### config.mk
export PLATFORM = sky130hd
export DESIGN_NAME = fwd_sel_ctrl
export DESIGN_NICKNAME = d
export VERILOG_FILES = /design/src/rtl/fwd_sel_ctrl.sv
export SDC_FILE = /design/constraint.sdc
export NUM_CORES = 1
export LEC_CHECK = 0
export CORE_UTILIZATION = 51
export DETAILED_ROUTE_END_ITERATION = 7
export PLACE_DENSITY_LB_ADDON = 0.15
export RECOVER_POWER = 50
export SLEW_MARGIN = 20
export SYNTH_ARGS = -nofsm -noshare
export SYNTH_HDL_FRONTEND = slang
export SYNTH_SLANG_ARGS = --single-unit
### constraint.sdc
create_clock -name clk_i -period 2.35 [get_ports clk_i]
set_clock_uncertainty 0.15 [all_clocks]
set_input_delay 0.47 -clock clk_i [delete_from_list [all_inputs] [get_ports clk_i]]
set_output_delay 0.47 -clock clk_i [all_outputs]
set_load 0.005 [all_outputs]
### src/rtl/fwd_sel_ctrl.sv
// Operand-forwarding controller for the EX-stage operand muxes of a 5-stage pipeline.
// Shadows destination-register info of in-flight instructions and flags load-use hazards.
module fwd_sel_ctrl #(
   parameter int unsigned REG_AW    = 5,
   parameter bit          WB_BYPASS = 1'b1,
   parameter int unsigned CNT_W     = 16
) (
   input  logic              clk_i,
   input  logic              rst_i,
   input  logic [REG_AW-1:0] id_rs_i,
   input  logic [REG_AW-1:0] id_rt_i,
   input  logic [REG_AW-1:0] id_rd_i,
   input  logic              id_regwrite_i,
   input  logic              id_memread_i,
   input  logic              flush_i,
   output logic [1:0]        fwd_a_sel_o,
   output logic [1:0]        fwd_b_sel_o,
   output logic              stall_o,
   output logic [CNT_W-1:0]  stall_cnt_o
);

   // EX stage needs its sources for select decode; later stages only need the producer side.
   typedef struct packed {
      logic [REG_AW-1:0] rs;
      logic [REG_AW-1:0] rt;
      logic [REG_AW-1:0] rd;
      logic              we;
      logic              mr;
   } ex_stage_t;

   typedef struct packed {
      logic [REG_AW-1:0] rd;
      logic              we;
   } dst_stage_t;

   localparam logic [1:0] SelRegfile = 2'b00;
   localparam logic [1:0] SelMemWb   = 2'b01;
   localparam logic [1:0] SelExMem   = 2'b10;
   localparam logic [1:0] SelWbDone  = 2'b11;

   ex_stage_t         ex_q, ex_d;
   dst_stage_t        mem_q, mem_d;
   dst_stage_t        wb_q, wb_d;
   dst_stage_t        done_q, done_d;
   logic [CNT_W-1:0]  stall_cnt_q, stall_cnt_d;
   logic              stall;

   // A producer matches when it writes a nonzero register equal to the source.
   function automatic logic hit(input dst_stage_t s, input logic [REG_AW-1:0] src);
      return s.we && (s.rd != '0) && (s.rd == src);
   endfunction

   // Youngest producer wins; the WB-done bypass is optional.
   function automatic logic [1:0] fwd_sel(input logic [REG_AW-1:0] src);
      logic [1:0] sel;
      sel = SelRegfile;
      if (hit(mem_q, src)) begin
         sel = SelExMem;
      end else if (hit(wb_q, src)) begin
         sel = SelMemWb;
      end else if (WB_BYPASS && hit(done_q, src)) begin
         sel = SelWbDone;
      end
      return sel;
   endfunction

   // Load-use hazard: load in EX feeds the instruction currently in ID.
   always_comb begin
      stall = ex_q.mr && (ex_q.rd != '0) && ((ex_q.rd == id_rs_i) || (ex_q.rd == id_rt_i));
   end

   // Next-state: shift the shadow pipeline, bubble EX on stall or flush, count stalls.
   always_comb begin
      ex_d        = '0;
      mem_d       = '{rd: ex_q.rd, we: ex_q.we};
      wb_d        = mem_q;
      done_d      = wb_q;
      stall_cnt_d = stall_cnt_q;
      if (!(stall || flush_i)) begin
         ex_d = '{rs: id_rs_i, rt: id_rt_i, rd: id_rd_i, we: id_regwrite_i, mr: id_memread_i};
      end
      // A flush in the same cycle already supplies the bubble, so that cycle is not counted.
      if (stall && !flush_i && (stall_cnt_q != {CNT_W{1'b1}})) begin
         stall_cnt_d = stall_cnt_q + 1'b1;
      end
   end

   // Stage registers and counter with synchronous reset.
   always_ff @(posedge clk_i) begin
      if (rst_i) begin
         ex_q        <= '0;
         mem_q       <= '0;
         wb_q        <= '0;
         done_q      <= '0;
         stall_cnt_q <= '0;
      end else begin
         ex_q        <= ex_d;
         mem_q       <= mem_d;
         wb_q        <= wb_d;
         done_q      <= done_d;
         stall_cnt_q <= stall_cnt_d;
      end
   end

   // Output decode, combinational from the stage registers.
   always_comb begin
      fwd_a_sel_o = fwd_sel(ex_q.rs);
      fwd_b_sel_o = fwd_sel(ex_q.rt);
      stall_o     = stall;
      stall_cnt_o = stall_cnt_q;
   end

endmodule

==> impl_results.md <==
- Sequential area share after synthesis: 41.8%
- Clock share of power: 31.3%
- Setup violations, final: 2
- Clock Sinks: 51
- Slew @ Worst Pin: 0.593 ns
- Die height: 71.2 microns
- Synth cell types: 40
- Largest net degree at the start of global routing: 28
- Post-Place Worst Slack: -0.333 ns
- Drt drc: 1
- Max cap viols: 0
- Combinational share of power: 10.6%
- Clk slew on worst S/H paths: 0.09 ns
- VDD IR max: 0.326 mV
- Total GRT Usage: 21.5%
- Site Rows: 24
- Tcrit/Tclk final: 101%
- Worst-case clock buffer depth: 2
- H-tree Lvls: 2
- DRT Wirelength: 5150 microns
- Antenna diodes: 0
- Post-Synth XOR/XNOR Area: 14.4%
- Synth area leader: dfxtp_1
- CTS Hold Bufs: 0
- CTS tree: yes
- Yosys reg bits: 51
- Max Clock Freq: 0.420 GHz
- Die width: 71.2 microns
- Post-synthesis adder-cell area fraction: 0.513%
- IO Port Bufs: 40
- Cell Int Power: 1.18 mW
- GP Congestion: 0.799
- Most used flip-flop cell after synthesis: dfxtp_1
- WS Path Type: register to output port
- Via count: 2016
- Post-DP HPWL: 3920 microns
- Vias/cell: 5.43
- Total power: 1.55 mW
- Switching pwr: 0.370 mW
- Largest family of logic cells by synthesized area: simple AND/OR/NAND/NOR gates
- CP endpoint kind: output port
- Final hold viol count: 0
- Slew Viols, Final: 0
- CTS buffer count: 5
- Fin crit period: 2.38 ns
- Layout cells sized above 1: 20.1%
- Synth Area in Simple Gates: 28.3%
- Worst setup margin: -0.0326 ns
- Synth Area in Compound Gates: 10.5%
- Sequential Power Share: 58.1%
- RSZ-0062 raised after global routing: true
- Mux contribution to synthesized area: 1.95%
- Mapped Avg Cell Area: 9.57 sq um
- Failing checks: DRC, setup timing
- Synth area leaders: dfxtp_1, xnor2_1, xor2_1
- Synth warn: 0
- WL/cell: 13.9 microns
- Initial Utilization: 54.6%
- Leakage: 1.27 nW
- Starting DRC count in detailed routing: 107
- Syn nets: 276
- Wire length of the first global-routing pass: 8560 microns
- I/O pins: 41
- Outcome: complete, but fails checks
- Slew HR: 60.5%
- Power per cell area: 486 mW/mm^2
- Yosys top cell area share: 41.8%
- CP required: 1.73 ns
- Fillers: 369
- Post-synth EDFFs: 0
- Core Box Area: 0.00447 sq mm
- Number of global-route vias before repair: 1894
- Worst-skew pair later-pin latency: 0.30 ns
- Die area: 0.00507 sq mm
- Post-Syn Area: 0.00244 sq mm
- Gr ovfl total: 0
- Post-synthesis cell count: 255
- CP Launch Type: register
- Async SR Flop Fraction: 0%
- Critical path arrival: 1.76 ns
- Root buffer cell: clkbuf_8
- Sw Ratio: 23.9%
- Antenna violations before repair: 0
- Syn-to-layout area delta: 30.5%
- Worst-path maximum fanout: 2
- Worst Hold Class: register to register
- Nets: 339
- Remaining antenna violation count after routing: 0
- Drt first pass iters: 6
[logic make-up after synthesis]
| kind of cell | Yosys count |
|---|---|
| and+or+nand+nor | 112 |
| DFF | 51 |
| xor gates and xnor gates | 40 |
| AOI/OAI and AO/OA | 36 |
| buffers and inverters | 11 |
| muxes | 4 |
| adders and majority gates | 1 |
[power by group through the flow]
| stage | Combinational (mW) | Sequential [mW] | Clock, mW |
|---|---|---|---|
| 3_5_place_dp | 0.161 | 0.921 | 0 |
| 4_1_cts | 0.160 | 0.901 | 0.501 |
| 2_1_floorplan | 0.0920 | 0.917 | 0 |
| 3_3_place_gp | 0.158 | 0.920 | 0 |
| 6_report | 0.164 | 0.901 | 0.485 |
| 5_1_grt | 0.181 | 0.904 | 0.540 |
[final cells by class]
cell class	count	area (sq um)	area share, %
flip-flops and latches	51	1030	32.2
clock inverters	2	12.5	0.393
repair buffers	66	572	17.9
clock buffers	6	72.6	2.28
inverters	1	3.75	0.118
multi-input cells	193	1440	45.0
well taps	52	65.1	2.04
[sequential cells by signal, summed over array words and instances (netlist names)]
name,cells
done_d,6
done_q,6
ex_q,17
mem_q,6
stall_cnt_o,16
[worst max-delay path: stages (launching register included)]
cell,delay [ns]
dfxtp_2,0.33
or4_4,0.54
o21ai_4,0.17
nor4_2,0.05
nand3_1,0.15
o21bai_1,0.10
buf_2,0.13
[worst paths after layout]
check                              start                           to  slack [ns]  cells past startpoint
max                 done_q[2]$_SDFF_PP0_               fwd_b_sel_o[1]       -0.03                      6
min                   ex_q[1]$_SDFF_PP0_          mem_q[0]$_SDFF_PP0_        0.31                      1
max reg2reg  stall_cnt_o[1]$_SDFFE_PP0P_  stall_cnt_o[6]$_SDFFE_PP0P_        0.23                      6
min reg2reg           ex_q[1]$_SDFF_PP0_          mem_q[0]$_SDFF_PP0_        0.31                      1
[stage by stage]
stage / utilization (%) / cell area (sq um) / std cells / hold WS [ns] / TNS, ns
floorplan: - / 2440 / 255 / 0.264 / 0
finish: 71.2 / 3190 / 371 / 0.306 / -0.0527
CTS: 69.8 / 3120 / 370 / 0.309 / -0.0367
detailed placement: 68.1 / 3050 / 362 / 0.290 / -4.59
global route: 71.2 / 3190 / 371 / 0.311 / -0.337
global placement: 68.1 / 3050 / 362 / 0.291 / -2.95
[what timing repair did]
| action | CTS | global route |
|---|---|---|
| setup buffers | 0 | 1 |
| resized for setup | 29 | 16 |
| cloned | 0 | 0 |
| setup endpoints to repair | 5 | 6 |
| pin swaps | 11 | 12 |
[per-layer routing]
| layer | up-vias | GRT usage [%] | part of all wire [%] |
|---|---|---|---|
| li1 | 1035 | - | - |
| met1 | 938 | 28.4 | 47 |
| met2 | 39 | 35.9 | 48 |
| met3 | 4 | 3.99 | 3.8 |
| met4 | 0 | 6.44 | 0.89 |
| met5 | - | 0 | 0 |
[Yosys cell counts (all sizes together) (5+ instances only)]
cell / count
dfxtp: 51
nor2b: 21
xnor2: 20
xor2: 20
and2: 18
nand3: 14
or4: 14
a21oi: 12
nor2: 10
o31ai: 10
nor4: 6
buf: 5
clkbuf: 5
nand2: 5
nor3: 5
[cells in the final DEF (no fill, tap or decap), drive strengths merged, types with 4 or more instances in the layout]
master / count
a21oi: 12
and2: 18
and3: 4
buf: 27
clkbuf: 10
clkdlybuf4s50: 16
dfxtp: 51
dlygate4sd3: 16
nand2: 5
nand3: 14
nand4: 4
nor2: 10
nor2b: 21
nor3: 5
nor4: 6
o21ai: 4
o31ai: 10
or3: 4
or4: 14
xnor2: 20
xor2: 20
No activity file was read; power rests on OpenSTA's default activity.
